**config.mk**
```make
export PLATFORM = sky130hd
export DESIGN_NAME = inst_fetch
export DESIGN_NICKNAME = d
export VERILOG_FILES = /design/src/rtl/inst_fetch_pkg.sv /design/src/rtl/inst_fetch_buf.sv /design/src/rtl/inst_fetch.sv
export SDC_FILE = /design/constraint.sdc
export NUM_CORES = 1
export LEC_CHECK = 0
export BUFFER_PORTS_ARGS = -buffer_cell sky130_fd_sc_hd__buf_2
export CAP_MARGIN = 10
export CORE_MARGIN = 2
export CORE_UTILIZATION = 47
export CTS_BUF_LIST = sky130_fd_sc_hd__clkbuf_16
export DETAILED_ROUTE_END_ITERATION = 12
export PLACE_DENSITY_LB_ADDON = 0.25
export SYNTH_ARGS = -nofsm -noshare
export SYNTH_HDL_FRONTEND = slang
export SYNTH_SLANG_ARGS = --single-unit
```
**constraint.sdc**
```tcl
create_clock -name clk -period 2.15 [get_ports clk]
set_input_delay 0 -clock clk [delete_from_list [all_inputs] [get_ports clk]]
set_output_delay 0 -clock clk [all_outputs]
set_load 0.01 [all_outputs]
```
**src/rtl/inst_fetch_pkg.sv**
```systemverilog
// rtl/inst_fetch_pkg.sv - shared encodings and defaults for the instruction fetch stage
package inst_fetch_pkg;

    localparam int FS_STATE_WIDTH = 1;

    // FS_REQ: a fetch request is (or is about to be) outstanding.
    // FS_FULL: inst is valid and the prefetch buffer holds the next instruction.
    typedef enum logic [FS_STATE_WIDTH-1:0] {
        FS_REQ  = 1'b0,
        FS_FULL = 1'b1
    } fs_state_e;

    localparam int DEF_WIDTH      = 16;
    localparam int DEF_ADDR_WIDTH = 8;

    // All-zero instruction presented to the core while nothing valid is held
    localparam logic [DEF_WIDTH-1:0] NOP = '0;

endpackage

```
**src/rtl/inst_fetch_buf.sv**
```systemverilog
// rtl/inst_fetch_buf.sv - one-entry prefetch holding register with load, flush and pop
module inst_fetch_buf #(
    parameter int WIDTH = 16
) (
    input  logic             clk,
    input  logic             res,
    input  logic             load,
    input  logic             flush,
    input  logic             pop,
    input  logic [WIDTH-1:0] din,
    output logic [WIDTH-1:0] dout,
    output logic             valid
);

    logic [WIDTH-1:0] data_q;
    logic             valid_q;

    // Flush wins over load so a branch can never leave a stale prefetch behind
    always_ff @(posedge clk or negedge res) begin
        if (!res) begin
            data_q  <= '0;
            valid_q <= 1'b0;
        end else if (flush) begin
            valid_q <= 1'b0;
        end else if (load) begin
            data_q  <= din;
            valid_q <= 1'b1;
        end else if (pop) begin
            valid_q <= 1'b0;
        end
    end

    assign dout  = data_q;
    assign valid = valid_q;

endmodule

```
**src/rtl/inst_fetch.sv**
```systemverilog
// rtl/inst_fetch.sv - instruction fetch stage: PC, memory handshake, prefetch and branch redirect
module inst_fetch
    import inst_fetch_pkg::*;
#(
    parameter int                    WIDTH      = DEF_WIDTH,
    parameter int                    ADDR_WIDTH = DEF_ADDR_WIDTH,
    parameter logic [ADDR_WIDTH-1:0] RESET_PC   = '0
) (
    input  logic                  clk,
    input  logic                  res,
    input  logic                  next,
    input  logic                  br_en,
    input  logic [ADDR_WIDTH-1:0] br_addr,
    output logic [WIDTH-1:0]      inst,
    output logic                  inst_valid,
    output logic [ADDR_WIDTH-1:0] pc,
    output logic                  mem_req,
    output logic [ADDR_WIDTH-1:0] mem_addr,
    input  logic [WIDTH-1:0]      mem_rdata,
    input  logic                  mem_ack
);

    fs_state_e             state_q, state_d;
    logic [WIDTH-1:0]      inst_q, inst_d;
    logic                  inst_valid_q, inst_valid_d;
    logic [ADDR_WIDTH-1:0] pc_q, pc_d;
    logic [ADDR_WIDTH-1:0] fetch_addr_q, fetch_addr_d;
    logic                  mem_req_q;
    logic [ADDR_WIDTH-1:0] mem_addr_q;

    logic                  take, branch, ack;
    logic                  buf_load, buf_flush, buf_pop, buf_valid;
    logic [WIDTH-1:0]      buf_data;

    // next is only honoured while an instruction is held; an ack only counts
    // against a request that was actually presented (drops acks after reset)
    assign take      = next && inst_valid_q;
    assign branch    = take && br_en;
    assign ack       = mem_ack && mem_req_q && (state_q == FS_REQ);
    assign buf_flush = branch;
    assign buf_pop   = take && !br_en && buf_valid;
    assign buf_load  = !take && ack && inst_valid_q;

    inst_fetch_buf #(.WIDTH(WIDTH)) u_buf (
        .clk   (clk),
        .res   (res),
        .load  (buf_load),
        .flush (buf_flush),
        .pop   (buf_pop),
        .din   (mem_rdata),
        .dout  (buf_data),
        .valid (buf_valid)
    );

    // Next-state decode: branch beats sequential consume beats a plain ack
    always_comb begin
        state_d      = state_q;
        inst_d       = inst_q;
        inst_valid_d = inst_valid_q;
        pc_d         = pc_q;
        fetch_addr_d = fetch_addr_q;
        if (branch) begin
            inst_d       = WIDTH'(NOP);
            inst_valid_d = 1'b0;
            fetch_addr_d = br_addr;
            state_d      = FS_REQ;
        end else if (take) begin
            if (buf_valid) begin
                inst_d  = buf_data;
                pc_d    = pc_q + ADDR_WIDTH'(1);
                state_d = FS_REQ;
            end else if (ack) begin
                inst_d       = mem_rdata;
                pc_d         = fetch_addr_q;
                fetch_addr_d = fetch_addr_q + ADDR_WIDTH'(1);
            end else begin
                inst_d       = WIDTH'(NOP);
                inst_valid_d = 1'b0;
            end
        end else if (ack) begin
            fetch_addr_d = fetch_addr_q + ADDR_WIDTH'(1);
            if (!inst_valid_q) begin
                inst_d       = mem_rdata;
                pc_d         = fetch_addr_q;
                inst_valid_d = 1'b1;
            end else begin
                state_d = FS_FULL;
            end
        end
    end

    // State and registered outputs; the memory port is decoded from the next state
    always_ff @(posedge clk or negedge res) begin
        if (!res) begin
            state_q      <= FS_REQ;
            inst_q       <= '0;
            inst_valid_q <= 1'b0;
            pc_q         <= RESET_PC;
            fetch_addr_q <= RESET_PC;
            mem_req_q    <= 1'b0;
            mem_addr_q   <= RESET_PC;
        end else begin
            state_q      <= state_d;
            inst_q       <= inst_d;
            inst_valid_q <= inst_valid_d;
            pc_q         <= pc_d;
            fetch_addr_q <= fetch_addr_d;
            mem_req_q    <= (state_d == FS_REQ);
            mem_addr_q   <= fetch_addr_d;
        end
    end

    assign inst       = inst_q;
    assign inst_valid = inst_valid_q;
    assign pc         = pc_q;
    assign mem_req    = mem_req_q;
    assign mem_addr   = mem_addr_q;

endmodule

```
# Yosys cells after proc, flatten, opt, wreduce, memory -nomap -nowiden
# Cells that the tools add are included.
word_totals:
  ff_bits: 52
  latch_bits: 0
  ram_bits: 0
  rom_bits: 0
  input_bits: 29
  elab_cells: 63
  memories: 0
op_classes:
  n_addsub: 2
  n_mul: 0
  div: 0
  magnitude_cmp: 0
  n_eq_ne: 4
  shifts: 0
  mux: 28
  bitwise_logic: 3
  n_reduce_logical: 18
ops:
  columns: ["op", "n"]
  rows:
  - ["$mux W16", 6]
  - ["$mux W8", 9]
  - ["$add A8 B1 Y8 const B", 2]
  - ["$mux W1", 13]
  - ["$logic_and A1 B1 Y1", 8]
  - ["$ne A3 B3 Y1 const B", 2]
  - ["$reduce_bool A3 Y1", 2]
  - ["$reduce_and A2 Y1", 2]
  - ["$reduce_and A4 Y1", 1]
  - ["$reduce_bool A2 Y1", 2]
  - ["$ne A3 B1 Y1 const B", 1]
  - ["$not A1 Y1", 3]
  - ["$reduce_and A3 Y1", 1]
  - ["$logic_not A1 Y1", 2]
  - ["$ne A2 B1 Y1 const B", 1]

# Longest topological paths before layout
logic_depth:
  word_depth: 6
  depth_mapped: 7

# Hierarchy
# A second synthesis with hierarchy kept.
hier_totals:
  cells_unflattened: 240
  area_unflattened_um2: 2608.8
modules_own_cells:
  columns: ["module", "n_inst", "cells_per_inst", "area_each_um2", "seq_area_each_um2"]
  rows:
  - ["inst_fetch", 1, 201, 1905.6, 875.8]
  - ["inst_fetch_buf", 1, 39, 703.2, 425.4]

# Worst setup path after synthesis
# OpenSTA, ideal clock, no wires.
synth_path:
  kind: "register to register"
  from: "reg mem_req_q, in the netlist mem_req"
  to: "reg u_buf.data_q[10], in the netlist u_buf.dout[10]"
  arrival_time_ps: 1463
  required_time_ps: 2025
  path_slack_ps: 562
  path_stages_with_launch: 5
  synth_period_minus_slack_ps: 1588
  cell_sequence: "dfrtp_1 > nand3b_4 > nor3_4 > buf_2 > mux2_2"
synth_via:
  elab_chain_len: 5
synth_lines:
  columns: ["element", "line", "rtl"]
  rows:
  - ["start: declaration", "inst_fetch.sv:28", "logic mem_req_q;"]
  - ["start signal: assignment", "inst_fetch.sv:108", "mem_req_q <= (state_d == FS_REQ);"]
  - ["$logic_and A1 B1 Y1 (2 in series)", "inst_fetch.sv:39", "assign ack = mem_ack && mem_req_q && (state_q == FS_REQ);"]
  - ["$logic_and A1 B1 Y1 (2 in series)", "inst_fetch.sv:42", "assign buf_load = !take && ack && inst_valid_q;"]
  - ["$reduce_and A2 Y1 (no source line)", null, null]
  - ["end signal: assignment", "inst_fetch_buf.sv:26", "data_q <= din;"]
  - ["end: declaration", "inst_fetch_buf.sv:15", "logic [WIDTH-1:0] data_q;"]
# No other way between the ends.
# A chain may end at the register's enable or synchronous reset.

# Worst setup path in the final report
layout_path:
  from: "reg u_buf.valid_q, in the netlist u_buf.valid"
  to: "reg mem_addr_q[4], in the netlist mem_addr[4]"
layout_via:
  elab_chain_len: 1
layout_lines:
  columns: ["element", "line", "rtl"]
  rows:
  - ["start: declaration", "inst_fetch_buf.sv:16", "logic valid_q;"]
  - ["start signal: assignment", "inst_fetch_buf.sv:22", "valid_q <= 1'b0;"]
  - ["start signal: assignment", "inst_fetch_buf.sv:24", "valid_q <= 1'b0;"]
  - ["start signal: assignment", "inst_fetch_buf.sv:27", "valid_q <= 1'b1;"]
  - ["$ne A3 B3 Y1 (no source line)", null, null]
  - ["end signal: assignment", "inst_fetch.sv:109", "mem_addr_q <= fetch_addr_d;"]
  - ["end: declaration", "inst_fetch.sv:29", "logic [ADDR_WIDTH-1:0] mem_addr_q;"]
# No other way between the ends.

==> reports/results.txt <==
TritonCTS Buffers: 5
Rows: 26
hpwl dp: 3.64 mm
hold wc startpoint: next
Sink Count: 52
Worst-path clk slew: 70 ps
Lkg Pwr: 1.51 nW
DRT Pass-1 Iters: 4
ANT cells: 0
pwr/cell area: 1050 mW/mm^2
Worst Skew: 7.46 ps
TNS Setup: 0 ps
ANT nets after route: 0
first-pass GRT wire length: 9.33 mm
Die Ht: 77.1 um
port bufs: 62
actual slew at the worst max-slew pin: 763 ps
Worst setup EP type: flip-flop
hold slack: 76.0 ps
H-tree depth: 2
IO Pins: 63
latest clock arrival within the worst-skew pair: 290 ps
Distinct cells, synth: 39
kind of critical path: flip-flop to flip-flop
GRT overflow: 0
GR Util met1: 0.263
R2R Path End: mem_addr[4]
status: finished clean
WL/cell: 13.7 um
Total Nets Final: 358
largest net degree at the start of global routing: 38
WP data arrival: 1970 ps
Initial DRC Count: 139
starting density of the core: 0.488
sequential area share after synthesis: 0.519
r2r setup slk: 340 ps
Mapped Area: 0.00251 sq mm
RSZ-0062 raised after global routing: no
root buffer cell: clkbuf_16
Fillers: 444
residual DRC count: 0
routing usage on met2: 0.323
Syn Inst Count: 241
Syn Area/Cell: 10.4 sq um
Hold/Removal Path Class: input pin to flip-flop
FF-to-FF path depth: 4
setup bufs post-CTS: 0
GR Util All Layers: 0.195
Die X: 77.1 um
Setup crit start kind: flip-flop
Hold Crit Endpoint: u_buf.valid
fin crit period: 1810 ps
Hold Path Stages: 2
Fmax: 554 MHz
Critical Path RT: 2310 ps
CTS tree: yes
clock buffer depth: 2
Yosys reg bits: 52
total wire length: 5.47 mm
Synthesis Warnings: 0
final hold vios: 0
initial antenna violation count: 0
Vias: 2096
share of layout cells above drive strength 1: 0.305
Rel. slew slack: 0.490
RD Place Congestion: 0.796
FF-to-FF Start: u_buf.valid
syn_nets: 272
most used routing layer: met2
vias in the first global route: 1982
area grow syn2layout: 30.5%
final slew viol count: 0
core footprint: 0.00514 sq mm
die area: 0.00594 sq mm
max_cap viols: 0
final setup fails: 0
worst vdd ir: 0.579 mV
CP Max Fanout: 14
via/cell ratio: 5.27
CTS resizes: 0
met3 Use GR: 0.0376
Tcrit/Tclk final: 0.840
[Yosys cell counts (all sizes together)]
| cell type | n | area, sq um |
|---|---|---|
| o311ai | 1 | 26.3 |
| nor3 | 4 | 31.3 |
| buf | 9 | 60.1 |
| a22oi | 18 | 135 |
| dfrtp | 52 | 1300 |
| and3 | 4 | 25.0 |
| o31a | 1 | 8.76 |
| nand3 | 10 | 50.1 |
| nand3b | 1 | 20.0 |
| nor2b | 2 | 12.5 |
| inv | 4 | 15.0 |
| and2 | 1 | 6.26 |
| or4 | 1 | 11.3 |
| a2bb2oi | 1 | 8.76 |
| xor2 | 2 | 17.5 |
| nand4 | 2 | 12.5 |
| nand2 | 21 | 78.8 |
| a221o | 1 | 10.0 |
| o22a | 1 | 8.76 |
| and3b | 1 | 8.76 |
| a31oi | 4 | 25.0 |
| o21ai | 19 | 98.8 |
| o22ai | 2 | 18.8 |
| mux2 | 16 | 180 |
| xnor2 | 4 | 35.0 |
| o21a | 1 | 7.51 |
| mux2i | 3 | 30.0 |
| clkbuf | 5 | 18.8 |
| a21oi | 23 | 115 |
| nor4 | 4 | 25.0 |
| ha | 2 | 25.0 |
| nor2 | 21 | 81.3 |
[final cells by class]
class	count	area, sq um	share of cell area
clock inverter	3	21.3	0.00650
sequential	52	1300	0.398
clock buffer	5	125	0.0382
timing repair buffer	93	606	0.185
multi-input combinational	171	1120	0.341
inverter	4	15.0	0.00459
tap	70	87.6	0.0268
[worst max-delay path, cell delays in order (launching register included)]
cell and delay [ps]:
dfrtp_1 460, and3_1 380, or4_4 540, xor2_1 220
o21ai_2 70
[state kept, by name (all words and copies together), names as in the netlist]
name,flops
mem_addr,8
inst_valid,1
state_q,1
u_buf.dout,16
pc,8
mem_req,1
inst,16
u_buf.valid,1
[cells in the final DEF (no fill, tap or decap), types with 2 or more instances in the layout]
| master | count |
|---|---|
| clkbuf_16 | 5 |
| o21ai_0 | 17 |
| nand2_1 | 21 |
| mux2_2 | 16 |
| o21ai_2 | 2 |
| nor4_1 | 4 |
| nor2_1 | 20 |
| dfrtp_1 | 52 |
| a22oi_1 | 18 |
| nand4_1 | 2 |
| nor3_1 | 3 |
| nor2b_1 | 2 |
| buf_2 | 62 |
| xor2_1 | 2 |
| mux2i_1 | 3 |
| a21oi_1 | 23 |
| inv_1 | 4 |
| ha_1 | 2 |
| a31oi_1 | 4 |
| nand3_1 | 10 |
| dlygate4sd3_1 | 25 |
| and3_1 | 4 |
| xnor2_1 | 4 |
| buf_4 | 6 |
[timing repair]
item                                   CTS  global route
hold buffers                            25             0
setup endpoints to repair                0             0
endpoints found under the hold margin   39             0
[routing by layer]
metal  vias to the layer above  part of all wire
li1                       1049                 -
met1                      1008              0.46
met2                        37              0.49
met3                         2             0.038
met4                         0            0.0049
met5                         -                 0
[power breakdown]
group          leakage, nW  internal [mW]  total, mW  switching [mW]
sequential           0.634           1.32       1.65           0.324
clock               0.0702          0.433      0.780           0.347
combinational        0.807          0.505       1.02           0.513
[kinds of logic after synthesis]
kind of cell | synth area share
buffers and inverters | 0.0374
AND/OR/NAND/NOR | 0.145
AO/OA/AOI/OAI | 0.185
adder cells (fa/ha/maj) | 0.00997
XOR/XNOR | 0.0209
flip-flops | 0.519
multiplexers | 0.0838
[worst max path at each step]
stage	start	slack [ps]	cells after the start	to
floorplan	mem_req	560	4	u_buf.dout[10]
global placement	state_q	450	4	inst[7]
detailed placement	state_q	390	4	inst[7]
CTS	u_buf.valid	350	4	mem_addr[4]
global route	state_q	230	4	inst[8]
finish	u_buf.valid	340	4	mem_addr[4]
[through the flow]
| step | total power, mW | instance area (sq um) | util | instances | setup WS, ps |
|---|---|---|---|---|---|
| floorplan | 2.19 | 2510 | - | 241 | 562 |
| global placement | 2.62 | 2880 | 0.560 | 365 | 447 |
| detailed placement | 2.66 | 2880 | 0.560 | 365 | 391 |
| CTS | 3.49 | 3270 | 0.637 | 398 | 347 |
| global route | 3.71 | 3270 | 0.637 | 398 | 229 |
| finish | 3.45 | 3270 | 0.637 | 398 | 345 |
Power figures use the tool's default switching activity.
